**src/rtl/shift_sequencer.sv**
```systemverilog
// Shift sequencer: drives an external W-bit universal shift register through
// one command: a parallel load of the operand, then N shift cycles with the
// correct serial-in bit. Logical and rotate shifts are supported in both
// directions. Register modes {l,r}: 00 hold, 01 toward MSB, 10 toward LSB,
// 11 parallel load.
//
// Handshake: start is a one-cycle command strobe. It is sampled only while
// busy=0 (IDLE). Once a command is accepted, busy stays high through LOAD,
// SHIFT and DONE, and start is ignored for that whole time, including the DONE
// cycle. done pulses for exactly one cycle, and the result is on q from that
// cycle onward.
module shift_sequencer #(
    parameter int W  = 8,
    parameter int AW = 4
) (
    input  logic          c,
    input  logic          rst,
    input  logic          start,
    input  logic [1:0]    op,
    input  logic [AW-1:0] amt,
    input  logic          fill,
    input  logic [W-1:0]  din,
    input  logic [W-1:0]  q,
    output logic          l,
    output logic          r,
    output logic          i,
    output logic [W-1:0]  d,
    output logic          busy,
    output logic          done
);

    typedef enum logic [1:0] {
        IDLE  = 2'd0,
        LOAD  = 2'd1,
        SHIFT = 2'd2,
        DONE  = 2'd3
    } stateT;

    localparam logic [AW-1:0] WIDTH_CNT = AW'(W);

    stateT         state;
    stateT         nextState;
    logic [AW-1:0] count;
    logic [AW-1:0] startCount;
    logic [1:0]    opReg;
    logic          fillReg;
    logic [W-1:0]  dinReg;

    // Effective count: logical shifts saturate at W, rotates wrap modulo W.
    always_comb begin
        startCount = '0;
        if (op[1]) begin
            startCount = amt % WIDTH_CNT;
        end else if (amt > WIDTH_CNT) begin
            startCount = WIDTH_CNT;
        end else begin
            startCount = amt;
        end
    end

    // State register, shift counter and captured command fields.
    always_ff @(posedge c) begin
        if (rst) begin
            state   <= IDLE;
            count   <= '0;
            opReg   <= 2'b00;
            fillReg <= 1'b0;
            dinReg  <= '0;
        end else begin
            state <= nextState;
            if (state == IDLE && start) begin
                count   <= startCount;
                opReg   <= op;
                fillReg <= fill;
                dinReg  <= din;
            end else if (state == SHIFT) begin
                count <= count - 1'b1;
            end
        end
    end

    // Next-state and register controls. While rst is high every control is
    // forced idle, so no load or shift reaches the register during reset.
    always_comb begin
        nextState = state;
        l         = 1'b0;
        r         = 1'b0;
        d         = '0;
        busy      = 1'b0;
        done      = 1'b0;
        if (!rst) begin
            case (state)
                IDLE: begin
                    if (start) begin
                        nextState = LOAD;
                    end
                end
                LOAD: begin
                    l    = 1'b1;
                    r    = 1'b1;
                    d    = dinReg;
                    busy = 1'b1;
                    nextState = (count != '0) ? SHIFT : DONE;
                end
                SHIFT: begin
                    d    = dinReg;
                    busy = 1'b1;
                    // opReg[0]=1 means a right (toward LSB) operation.
                    if (opReg[0]) begin
                        l = 1'b1;
                    end else begin
                        r = 1'b1;
                    end
                    if (count <= 1) begin
                        nextState = DONE;
                    end
                end
                DONE: begin
                    d    = dinReg;
                    busy = 1'b1;
                    done = 1'b1;
                    nextState = IDLE;
                end
                default: nextState = IDLE;
            endcase
        end
    end

    // Serial-in: fill for logical ops, the bit falling off the far end for
    // rotates. Driven in every state so it is never X.
    always_comb begin
        i = 1'b0;
        if (!rst) begin
            if (opReg[1]) begin
                i = opReg[0] ? q[0] : q[W-1];
            end else begin
                i = fillReg;
            end
        end
    end

endmodule
```
**config.mk**
```make
export PLATFORM = sky130hd
export DESIGN_NAME = shift_sequencer
export DESIGN_NICKNAME = d
export VERILOG_FILES = /design/src/rtl/shift_sequencer.sv
export SDC_FILE = /design/constraint.sdc
export NUM_CORES = 1
export LEC_CHECK = 0
export CORE_MARGIN = 8
export CORE_UTILIZATION = 40
export CTS_CLUSTER_SIZE = 14
export DETAILED_ROUTE_END_ITERATION = 10
export DONT_BUFFER_PORTS = 1
export GPL_TIMING_DRIVEN = 0
export SYNTH_ARGS = -nofsm -noshare
export SYNTH_HDL_FRONTEND = slang
export SYNTH_SLANG_ARGS = --single-unit
```
**constraint.sdc**
```tcl
create_clock -name c -period 1.8 [get_ports c]
set_clock_uncertainty 0.15 [all_clocks]
set_input_delay 0.18 -clock c [delete_from_list [all_inputs] [get_ports c]]
set_output_delay 0.18 -clock c [all_outputs]
set_load 0.1 [all_outputs]
```
Yosys cells after proc, flatten, opt, wreduce, memory -nomap -nowiden
Cells that the tools add are included.
{"block": "totals", "ff_bits": 17, "input_bits": 26, "out_inout_bits": 13, "wordCells": 42}
{"block": "classes", "add_sub_neg": 1, "order_cmp": 2, "n_eq_ne": 5, "muxes": 23, "n_reduce_logical": 6}
{"op": "4-bit two-way mux", "n": 4}
{"op": "8-bit two-way mux", "n": 2}
{"op": "1-bit two-way mux", "n": 12}
{"op": "2-bit case mux with 4 select lines", "n": 1}
{"op": "2-bit == test (second input constant)", "n": 2}
{"op": "4-bit > comparator (second input constant)", "n": 1}
{"op": "4-bit by 1-bit <= comparator with 1-bit output (second input constant)", "n": 1}
{"op": "2-bit two-way mux", "n": 2}
{"op": "1-bit case mux with 2 select lines", "n": 2}
{"op": "4-bit nonzero test", "n": 1}
{"op": "4-bit by 1-bit subtractor with 4-bit output (second input constant)", "n": 1}
{"op": "3-bit OR reduction", "n": 1}
{"op": "2-bit by 1-bit == test with 1-bit output (second input constant)", "n": 1}
{"op": "2-bit zero test", "n": 1}
{"op": "2-bit by 1-bit inequality test with 1-bit output (second input constant)", "n": 1}
{"op": "2-bit inequality test (second input constant)", "n": 1}
{"op": "2-bit AND reduction", "n": 1}
{"op": "2-bit nonzero test", "n": 1}
{"op": "1-bit logical AND", "n": 1}

Longest topological paths before layout
{"block": "logic_depth", "word_depth": 4, "ltp_mapped": 7, "mapped_depth_nobuf": 6}

Worst setup path before layout
OpenSTA, ideal clock, no wires.
{"block": "synth_path", "kind": "register -> output", "start": "register state[0]", "end": "output d[0]", "arrival_ps": 2988, "required_time_ps": 1470, "path_slack_ps": -1518, "path_stages_with_launch": 5, "n_path_buf": 0, "cell_sequence": "dfxtp_1 > inv_1 > ha_1 > nor2_1 > and2_1"}
{"block": "synth_via", "elab_chain_cells": 4, "word_cells_on_any_way": 6, "cone_classes": "eq/ne: 3; mux: 2; reduce/logical: 1"}
{"element": "start, declared", "line_no": "41", "source": "stateT state;"}
{"element": "start signal, assigned", "line_no": "70", "source": "state <= nextState;"}
{"element": "2-bit == test or 2-bit by 1-bit == test with 1-bit output (tied branches)", "line_no": "92", "source": "case (state)"}
{"element": "3-bit OR reduction (no line) *"}
{"element": "8-bit two-way mux *", "line_no": "92"}
{"element": "8-bit two-way mux *", "line_no": "91", "source": "if (!rst) begin"}
{"element": "end, declared", "line_no": "27", "source": "output logic [W-1:0] d,"}
Every way passes the cells marked *; elsewhere a longest branch is shown, timed or not.

Worst setup path after layout
{"block": "layout_path", "start": "register state[1]", "end": "output d[0]"}
The elaborated chain is that of the path after synthesis.

==> results_dict.tcl <==
set metrics [dict create \
    result_of_the_run "complete, but fails checks" \
    failed_checks "negative setup slack" \
    synth_ff_type "sky130_fd_sc_hd__dfxtp_1" \
    synth_async_sr_flop_share_pct 0 \
    period_minus_slack_ns 2.22 \
    synth_compound_gate_area_share_pct 16.9 \
    worst-endpoint-required_ns 1.47 \
    synth-simple-area-share_pct 26.3 \
    rsz0062_at_grt "yes" \
    grt_antenna_before_repair 0 \
    htreeDepth 1 \
    remaining_drc_errors 0 \
    avgSynthCellArea_um2 8.10 \
    arrival_ns 1.89 \
    dr.pass1.iters 4 \
    antenna-diode-count 0 \
    synthXorXnorAreaFrac_pct 2.85 \
    report.final.slew_viol_count 0 \
    worstPathCellList "inv_4 > ha_4 > nor2_4 > and2_4" \
    synthesis.area_um2 923 \
    post_route_cells_drive_above_1_share_pct 31.0 \
    synth_largest_area_cell "sky130_fd_sc_hd__dfxtp_1" \
    timing.hold.worst.class "input pin to register" \
    path_depth 4 \
    pin_slew_with_the_least_headroom_to_its_limit_ns 1.09 \
    synth-warning-count 0 \
    area.growth.synth_to_final_pct 43.9 \
    power.static_leakage_nw 0.525 \
    worst_setup_path_end_kind "output pin" \
    internal_power_of_the_cells_mw 1.10 \
    power_density_nw_per_um2 1600 \
    cp.buffers_inverters 1 \
    post_synth_inst_count 114 \
    io-pin-count 39 \
    share_comb_of_total_power_pct 63.5 \
    clk_pin_slew_ns 0.09 \
    cp_top_family "simple AND/OR/NAND/NOR gates" \
    floorplan.die_area_um2 4100 \
    cp_max_fo 6 \
    worst_slew_margin_pct 26.8 \
    worst_setup_sp_type "register" \
    synth_top_cells_by_area "sky130_fd_sc_hd__dfxtp_1 37%, sky130_fd_sc_hd__nand2_1 11%, sky130_fd_sc_hd__ha_1 9.5%, sky130_fd_sc_hd__a21oi_1 8.7%, sky130_fd_sc_hd__and2_1 6.1%" \
    tritoncts_num_sinks 17 \
    initial_core_util_pct 42.1 \
    numCtsBuffers 3 \
    combinational_family_with_the_most_area_after_synthesis "simple AND/OR/NAND/NOR gates" \
    cap_viol_max_count 0 \
    synth_top_area_share_pct 36.9 \
    first_global_vias 899 \
    synth_seq_cells 17 \
    vias_per_cell 5.00 \
    p_switching_mw 1.02 \
    muxShareOfSynthArea_pct 2.17 \
    p_sw_share_pct 48.2 \
    clock_root_buffer_master "sky130_fd_sc_hd__clkbuf_4" \
    setup_slack_ns -0.419 \
    synth_fa_ha_area_share_pct 9.49 \
    synth-seq-area-share_pct 36.9 \
    detailedPlacementHpwl_mm 1.71 \
    seq_power_share_pct 27.2 \
    drt_iter0_drc 25 \
    placed_area_um2 1030 \
    peakVddDrop_mv 1.23 \
    wire_length_of_the_first_global_routing_pass_mm 4.08 \
    finish.net_count 176 \
    ant_nets 0 \
    synth_nets 147 \
    total_power_mw 2.12 \
    rr_worst_depth 8 \
    groute.usage.overall_pct 11.8 \
    routability_congestion_estimate 0.839 \
    finish.instance_area_um2 1330 \
    synthDistinctLibCells 21 \
    drt_wl_total_mm 2.37 \
    detailedPlace.worstSlack_ns -0.365 \
    power.clock.fraction_pct 9.3 \
    min_period_over_period_pct 123 \
    grt_overflow_total 0 \
    pin_count_of_the_biggest_net_entering_global_routing 11 \
    crit_path_max_incr_delay_ns 0.57 \
    fp.dieH_um 64.0 \
    post_route_setup_tns_ns -2.88 \
    num_rows 17 \
    achievable-frequency_mhz 451 \
    synth_enable_flop_cells 0 \
    area_of_the_core_region_um2 2190 \
    clock_insertion_delay_worst_skew_ns 0.28 \
    die_width_um 64.0 \
    io_buffers 0 \
    hold-path-cell-count 3 \
    wl_per_cell_um 14.0 \
    cts_tree "done" \
    type_of_the_setup_path_with_the_least_slack "register to output pin" \
    timing.final.setup_violations 11 \
    cp_slowest_cell "sky130_fd_sc_hd__nor2_4" \
    clock_tree.buffer_depth 2 \
    timing_hold_violations_final 0 \
    overall_via_count_from_detail_route 850 \
]
-- worst min-delay path: stages --
cell and delay, ns:
sky130_fd_sc_hd__nand2_1 0.12, sky130_fd_sc_hd__nand2_1 0.10, sky130_fd_sc_hd__a21oi_1 0.05
-- layout by cell type, fill, tap and decap left out --
cell                            instances
sky130_fd_sc_hd__dfxtp_4                1
sky130_fd_sc_hd__mux2i_1                1
sky130_fd_sc_hd__buf_4                  7
sky130_fd_sc_hd__and2_1                 1
sky130_fd_sc_hd__and2_4                 8
sky130_fd_sc_hd__a22oi_1                2
sky130_fd_sc_hd__a211oi_2               1
sky130_fd_sc_hd__o32ai_2                1
sky130_fd_sc_hd__mux2i_2                1
sky130_fd_sc_hd__inv_2                  1
sky130_fd_sc_hd__clkbuf_4               3
sky130_fd_sc_hd__inv_1                  4
sky130_fd_sc_hd__buf_2                  4
sky130_fd_sc_hd__dfxtp_2                2
sky130_fd_sc_hd__a211oi_1               1
sky130_fd_sc_hd__a211oi_4               1
sky130_fd_sc_hd__o31ai_1                1
sky130_fd_sc_hd__inv_4                  1
sky130_fd_sc_hd__xor2_1                 1
sky130_fd_sc_hd__nand2b_1               3
sky130_fd_sc_hd__nor4b_4                1
sky130_fd_sc_hd__a21oi_2                2
sky130_fd_sc_hd__a21oi_1               14
sky130_fd_sc_hd__xnor2_1                2
sky130_fd_sc_hd__clkbuf_1               1
sky130_fd_sc_hd__ha_4                   2
sky130_fd_sc_hd__nor2b_4                1
sky130_fd_sc_hd__buf_6                  2
sky130_fd_sc_hd__ha_1                   5
sky130_fd_sc_hd__dfxtp_1               14
sky130_fd_sc_hd__nand2b_4               1
sky130_fd_sc_hd__dlygate4sd3_1         15
sky130_fd_sc_hd__nand2_1               26
sky130_fd_sc_hd__nor2_1                 6
sky130_fd_sc_hd__o311a_1                1
sky130_fd_sc_hd__nor2_4                 4
-- sequential cells by signal (all words and copies together) (netlist names) --
| name | flops |
|---|---|
| dinReg | 8 |
| fillReg | 1 |
| opReg | 2 |
| state | 2 |
| count | 4 |
-- final timing paths --
kind	startpoint	to	slack [ns]
worst min register to register	dinReg[1]	dinReg[1]	0.31
worst max-delay path	state[1]	d[0]	-0.42
worst min-delay path	start	dinReg[1]	0.06
worst max register to register	state[0]	count[3]	0.09
-- power by group through the flow --
| stage | Clock [mW] | Combinational, mW | Sequential (mW) |
|---|---|---|---|
| 3_5_place_dp | 0 | 1.05 | 0.593 |
| 6_report | 0.197 | 1.35 | 0.578 |
| 3_3_place_gp | 0 | 1.03 | 0.590 |
| 2_1_floorplan | 0 | 0.925 | 0.572 |
| 5_1_grt | 0.219 | 1.47 | 0.590 |
| 4_1_cts | 0.206 | 1.33 | 0.578 |
-- synth_stat cells, types with 2 or more instances --
cell,count
sky130_fd_sc_hd__xnor2_1,2
sky130_fd_sc_hd__nor2_1,9
sky130_fd_sc_hd__mux2i_1,2
sky130_fd_sc_hd__nand2b_1,4
sky130_fd_sc_hd__a21oi_1,16
sky130_fd_sc_hd__inv_1,6
sky130_fd_sc_hd__ha_1,7
sky130_fd_sc_hd__dfxtp_1,17
sky130_fd_sc_hd__nand2_1,26
sky130_fd_sc_hd__a22oi_1,2
sky130_fd_sc_hd__and2_1,9
sky130_fd_sc_hd__a211oi_1,2
sky130_fd_sc_hd__buf_2,4
-- layer usage --
layer / routed length [um] / global-route usage [%] / up-vias
li1: - / - / 430
met1: 1050 / 13.8 / 393
met3: 167 / 5.57 / 2
met5: 0 / 0 / -
met2: 1140 / 19.9 / 25
met4: 10 / 0.836 / 0
-- per-stage QoR --
stage,cells,util (%),hold WS [ns]
after floorplan,114,-,0.166
after global placement,142,47.0,0.169
after detailed placement,142,47.0,0.172
after CTS,169,60.1,0.0561
after global routing,170,60.7,0.0789
final,170,60.7,0.0630
-- logic make-up (layout without fill, tap and decap cells) --
group / after synthesis / after routing
xor+xnor: 3 / 3
buf+inv: 11 / 38
simple gates: 50 / 51
flops: 17 / 17
fa+ha+maj: 7 / 7
mux: 2 / 2
compound gates: 24 / 24
-- cell type report --
cell class,count,area [um2]
multi-input cells,87,651
flip-flops and latches,17,347
fillers,186,862
plain buffers,5,31.3
inverters,6,25.0
repair buffers,23,214
well taps,28,35.0
clock buffers,4,26.3
-- timing repair --
item	CTS	global route
setup endpoints to repair	13	13
hold endpoints to repair	15	0
buffers inserted	8	1
gates resized for setup	12	1
pin swaps	9	5
cloned	1	0
hold buffers	15	0
Power figures use the tool's default switching activity.
